## config.mk

```make
export PLATFORM = sky130hd
export DESIGN_NAME = seq_divider
export DESIGN_NICKNAME = d
export VERILOG_FILES = /design/src/rtl/seq_divider.sv
export SDC_FILE = /design/constraint.sdc
export NUM_CORES = 1
export LEC_CHECK = 0
export CELL_PAD_IN_SITES_DETAIL_PLACEMENT = 0
export CELL_PAD_IN_SITES_GLOBAL_PLACEMENT = 1
export CORE_MARGIN = 4
export CORE_UTILIZATION = 39
export DETAILED_ROUTE_END_ITERATION = 10
export HOLD_SLACK_MARGIN = 0.05
export PLACE_DENSITY = 0.87
export SKIP_CTS_REPAIR_TIMING = 1
export SLEW_MARGIN = 40
export SYNTH_ARGS = -nofsm -noshare
export SYNTH_HDL_FRONTEND = slang
export SYNTH_SLANG_ARGS = --single-unit
```

## constraint.sdc

```tcl
create_clock -name clock -period 1.8 [get_ports clock]
set_input_delay 0.36 -clock clock [delete_from_list [all_inputs] [get_ports clock]]
set_output_delay 0.36 -clock clock [all_outputs]
set_load 0.01 [all_outputs]
```

## src/rtl/seq_divider.sv

```systemverilog
// Sequential restoring divider: one quotient bit per cycle, WIDTH+2 cycles from accepted start to done.
// Define DIV_SIGNED_EN for two's-complement operands; without it operands are unsigned.
module seq_divider #(
    parameter int unsigned WIDTH = 4
) (
    input  logic             clock,
    input  logic             reset,
    input  logic             start,
    input  logic [WIDTH-1:0] dvd,
    input  logic [WIDTH-1:0] dvr,
    output logic             busy,
    output logic             done,
    output logic [WIDTH-1:0] quo,
    output logic [WIDTH-1:0] rem,
    output logic             dbz
);

    localparam int unsigned CW = $clog2(WIDTH + 1);

    typedef enum logic [1:0] {
        StIdle,
        StIter,
        StFix
    } state_e;

    state_e           state_q, state_d;
    logic [CW-1:0]    cnt_q, cnt_d;
    logic [WIDTH-1:0] acc_q, acc_d;      // partial remainder (magnitude)
    logic [WIDTH-1:0] qsh_q, qsh_d;      // dividend shifting out / quotient shifting in
    logic [WIDTH:0]   dvs_q, dvs_d;      // divisor magnitude
    logic [WIDTH-1:0] dvd_q, dvd_d;      // raw dividend, returned as remainder on divide-by-zero
    logic             negq_q, negq_d;
    logic             negr_q, negr_d;
    logic             zero_q, zero_d;
    logic             busy_q, busy_d;
    logic             done_q, done_d;
    logic [WIDTH-1:0] quo_q, quo_d;
    logic [WIDTH-1:0] rem_q, rem_d;
    logic             dbz_q, dbz_d;

    logic             dvd_neg, dvr_neg;
    logic [WIDTH:0]   dvd_mag, dvr_mag;
    logic [WIDTH:0]   shifted;
    logic             trial_ok;
    logic [WIDTH-1:0] step_acc;
    logic [WIDTH-1:0] step_qsh;

    // Magnitudes are formed in WIDTH+1 bits so the most-negative operand does not overflow.
    always_comb begin
`ifdef DIV_SIGNED_EN
        dvd_neg = dvd[WIDTH-1];
        dvr_neg = dvr[WIDTH-1];
`else
        dvd_neg = 1'b0;
        dvr_neg = 1'b0;
`endif
        dvd_mag = dvd_neg ? -{dvd[WIDTH-1], dvd} : {1'b0, dvd};
        dvr_mag = dvr_neg ? -{dvr[WIDTH-1], dvr} : {1'b0, dvr};
    end

    // One restoring step: shift, trial-subtract, keep or restore.
    always_comb begin
        shifted  = {acc_q, qsh_q[WIDTH-1]};
        trial_ok = (shifted >= dvs_q);
        step_acc = trial_ok ? WIDTH'(shifted - dvs_q) : shifted[WIDTH-1:0];
        step_qsh = {qsh_q[WIDTH-2:0], trial_ok};
    end

    always_comb begin
        state_d = state_q;
        cnt_d   = cnt_q;
        acc_d   = acc_q;
        qsh_d   = qsh_q;
        dvs_d   = dvs_q;
        dvd_d   = dvd_q;
        negq_d  = negq_q;
        negr_d  = negr_q;
        zero_d  = zero_q;
        busy_d  = busy_q;
        done_d  = 1'b0;
        quo_d   = quo_q;
        rem_d   = rem_q;
        dbz_d   = dbz_q;

        unique case (state_q)
            StIdle: begin
                // A start coinciding with the done pulse is not taken.
                if (start && !done_q) begin
                    state_d = StIter;
                    cnt_d   = '0;
                    acc_d   = '0;
                    qsh_d   = WIDTH'(dvd_mag);
                    dvs_d   = dvr_mag;
                    dvd_d   = dvd;
                    negq_d  = dvd_neg ^ dvr_neg;
                    negr_d  = dvd_neg;
                    zero_d  = (dvr == '0);
                    busy_d  = 1'b1;
                end
            end
            StIter: begin
                acc_d = step_acc;
                qsh_d = step_qsh;
                cnt_d = cnt_q + CW'(1);
                if (cnt_q == CW'(WIDTH - 1)) begin
                    state_d = StFix;
                end
            end
            StFix: begin
                state_d = StIdle;
                busy_d  = 1'b0;
                done_d  = 1'b1;
                if (zero_q) begin
                    quo_d = '1;
                    rem_d = dvd_q;
                    dbz_d = 1'b1;
                end else begin
                    quo_d = negq_q ? -qsh_q : qsh_q;
                    rem_d = negr_q ? -acc_q : acc_q;
                    dbz_d = 1'b0;
                end
            end
            default: begin
                state_d = StIdle;
            end
        endcase
    end

    always_ff @(posedge clock) begin
        if (reset) begin
            state_q <= StIdle;
            cnt_q   <= '0;
            acc_q   <= '0;
            qsh_q   <= '0;
            dvs_q   <= '0;
            dvd_q   <= '0;
            negq_q  <= 1'b0;
            negr_q  <= 1'b0;
            zero_q  <= 1'b0;
            busy_q  <= 1'b0;
            done_q  <= 1'b0;
            quo_q   <= '0;
            rem_q   <= '0;
            dbz_q   <= 1'b0;
        end else begin
            state_q <= state_d;
            cnt_q   <= cnt_d;
            acc_q   <= acc_d;
            qsh_q   <= qsh_d;
            dvs_q   <= dvs_d;
            dvd_q   <= dvd_d;
            negq_q  <= negq_d;
            negr_q  <= negr_d;
            zero_q  <= zero_d;
            busy_q  <= busy_d;
            done_q  <= done_d;
            quo_q   <= quo_d;
            rem_q   <= rem_d;
            dbz_q   <= dbz_d;
        end
    end

    assign busy = busy_q;
    assign done = done_q;
    assign quo  = quo_q;
    assign rem  = rem_q;
    assign dbz  = dbz_q;

endmodule

```

==> metrics.md, run 1 <==
| Metric | Value |
|---|---|
| Hold WC Path Type | `reg -> reg` |
| Number of antenna violations at the first check in global routing | `0` |
| Power share of the clock group | `between 30% and 40%` |
| Fill cell instance count of the final layout | `between 300 and 400` |
| Die outline area | `~4900 sq um` |
| Clock latency at the later pin of the worst-skew pair | `280 ps` |
| Logic pwr share | `between 10% and 20%` |
| Max_slew headroom | `65.96%` |
| Worst Skew | `3.578 ps` |
| Buffers on Ports | `21` |
| Share of Yosys cell area claimed by the top area cell type | `44.22%` |
| Final min period | `1613 ps` |
| Share of the yosys chip area belonging to registers | `44.22%` |
| Final Max Tran Viols | `0` |
| Maximum clock frequency | `between 600 and 700 MHz` |
| YS warnings | `0` |
| Net count of the finished layout | `225` |
| Total clock buffers created by CTS | `5` |
| #FFs+latches synth | `33` |
| Setup crit start kind | `flip-flop` |
| Share of synthesized flip-flops with an asynchronous set or reset | `0%` |
| Most frequent cell after synthesis | `dfxtp_1` |
| Floorplan die height | `69.89 um` |
| WL per Instance | `12.78 um` |
| Commonest cells post-synth | `dfxtp_1, nand2_1, nor2_1` |
| Cell Pwr Density | `888.6 nW/um^2` |
| Die Wd | `69.89 um` |
| P&R area growth vs syn | `27.30%` |
| Utilization after layout | `approximately half` |
| CTS sink count | `33` |
| Main area contributors after synthesis | `dfxtp_1, nand2_1, nor2_1` |
| Half-perimeter wire length after detailed placement | `2.562 mm` |
| Critical Path RT | `1970 ps` |
| Mean Syn Cell Area | `8.440 sq um` |
| Core Area | `3689 sq um` |
| Wire length of the first global-routing pass | `5.768 mm` |
| Routed wire length | `between 3 and 4 mm` |
| Maximum fanout along the worst path | `7` |
| Count of antenna diodes in the layout | `0` |
| Max capacitance violation total | `0` |
| Number of DRC violations after detailed-routing iteration 0 | `64` |
| Clock tree from TritonCTS | `yes` |
| Cell Int Power | `about 1300 uW` |
| Switching portion of total power | `25.94%` |
| Library cell with the largest summed area after synthesis | `dfxtp_1` |
| Type of the worst setup path | `reg -> reg` |
| Number of detailed-routing iterations run before antenna repair | `4` |
| Psw | `between 400 and 500 uW` |
| Maximum buffer depth of the clock tree | `2` |
| Worst-margin pin slew | `509.9 ps` |
| CTS clk-pin slew, worst paths | `~60 ps` |
| Period Utilization, post-route | `89.62%` |
| Total number of vias | `approximately 1400` |
| Number of top-level pins | `22` |
| Number of synthesized flops with an enable pin | `0` |
| Cell variety after synth | `33` |
| Peak supply drop | `417.4 uV` |
| Level count of the clock H-tree | `2` |
| Count of nets left with antenna violations after detail routing | `0` |
| P_leak | `0.0007407 uW` |
| Number of global-route vias before repair | `1314` |
| CP arrival | `1780 ps` |
| Critical Path Sink Type | `flip-flop` |
| Mapped Area | `1494 sq um` |
| WHS | `456.4 ps` |
| Net Count, Synth | `a little under 200` |
| Number of endpoints with negative hold slack in the final report | `0` |
| Maximum number of pins on one net before global-route repair | `15` |
| GR Overflow Total | `0` |
| Part of the power in registers | `47.0%` |
| Count of final setup violators | `0` |
| Row count | `22` |
| Setup TNS | `0 ps` |
| Synth Instances | `between 150 and 200` |
| Result of the run | `completed` |
| Via count normalized by instance count | `5.277` |
| Post-route DRC | `0` |
| Most used DFF post-synth | `dfxtp_1` |
| Overall global routing resource usage | `14.86%` |
| CTS Root Buffer Type | `clkbuf_8` |
| Routability cong. | `0.7999` |
| Layout cell share with drive strength beyond 1 | `between 10% and 20%` |
| Initial core utilization | `40.50%` |
| Unrepaired setup endpoints after global routing | `no` |
==> critical path, stage by stage, from the launching register on <==
cell	delay, ps
dfxtp_1	380
inv_1	60
ha_1	220
nor4_4	270
o21ai_2	150
a21o_1	180
a32o_1	250
==> cells by family after synthesis <==
group	share of synthesized area [%]
buffers and inverters	4.607
adders and majority gates	6.365
AOI/OAI and AO/OA	17.17
and+or+nand+nor	24.96
DFF	44.22
muxes	2.680
==> stage by stage <==
step / std cells / power [uW] / area (sq um) / setup slack [ps]
detailed placement: 248 / 1106 / 1800 / 26.59
global placement: 248 / 1092 / 1800 / 53.01
CTS: 256 / 1711 / 1902 / 172.3
global route: 256 / 1781 / 1902 / 72.83
floorplan: 177 / 1006 / 1494 / 299.0
finish: 256 / 1690 / 1902 / 186.9
==> final cells by class <==
class / count / area, sq um / area share (%)
Multi-Input combinational cell: 127 / 764.5 / 40.20
Sequential cell: 33 / 660.6 / 34.74
Timing Repair Buffer: 30 / 277.8 / 14.61
Clock buffer: 7 / 96.34 / 5.066
Tap cell: 48 / 60.06 / 3.158
Inverter: 10 / 37.54 / 1.974
Clock inverter: 1 / 5.005 / 0.2632
==> final timing paths <==
check                start  slack [ps]  cells after the start        to
setup reg to reg  dvs_q[1]         190                      6  acc_q[0]
setup / recovery  dvs_q[1]         190                      6  acc_q[0]
hold reg to reg   dvd_q[2]         460                      2  dvd_q[2]
hold / removal    dvd_q[2]         460                      2  dvd_q[2]
==> sequential cells by signal (all words and copies together), names as in the netlist <==
register,count
acc_q,4
busy,1
cnt_q,3
dbz,1
done,1
dvd_q,4
dvs_q,4
qsh_q,4
quo,4
rem,4
state_q,2
zero_q,1
==> layout by cell type (no fill, tap or decap), drive strengths merged, types with 4 or more instances in the layout <==
cell	n
inv	10
dfxtp	33
nor2	24
a211oi	4
nand2	26
ha	6
clkdlybuf4s50	21
mux2i	4
buf	9
nor3	11
clkbuf	7
nand3	5
a21oi	15
==> layer usage <==
| metal | up-vias | track usage, % | wire length (um) |
|---|---|---|---|
| met4 | 0 | 8.298 | 81 |
| met5 | - | 0 | 0 |
| met1 | 620 | 17.70 | 1449 |
| li1 | 681 | - | - |
| met3 | 7 | 3.885 | 160 |
| met2 | 43 | 24.13 | 1580 |
==> power by group through the flow <==
| stage | clock network (uW) | logic, uW | registers [uW] |
|---|---|---|---|
| 2_1_floorplan | 0 | 205 | 800 |
| 3_3_place_gp | 0 | 284 | 808 |
| 3_5_place_dp | 0 | 296 | 810 |
| 4_1_cts | 620 | 298 | 793 |
| 5_1_grt | 650 | 333 | 798 |
| 6_report | 598 | 298 | 794 |
(Power assumes the default switching activity.)
==> run 2, diff against run 1 <==
CAP_MARGIN = 0   (was not set)
==> results of run 2 <==
Same layout as run 1: the final DEF is identical, and so are final timing and power.
==> run 3, diff against run 2 <==
--- a/constraint.sdc
+++ b/constraint.sdc
@@ -3,2 +3,2 @@
 set_output_delay 0.36 -clock clock [all_outputs]
-set_load 0.01 [all_outputs]
+set_load 0.005 [all_outputs]
==> results of run 3 <==
Same layout as run 1 (identical final DEF). Status: completed.
Among the figures that moved: total power 1690 uW -> 1689 uW; worst IR drop on VDD 417.4 uV -> 417.3 uV
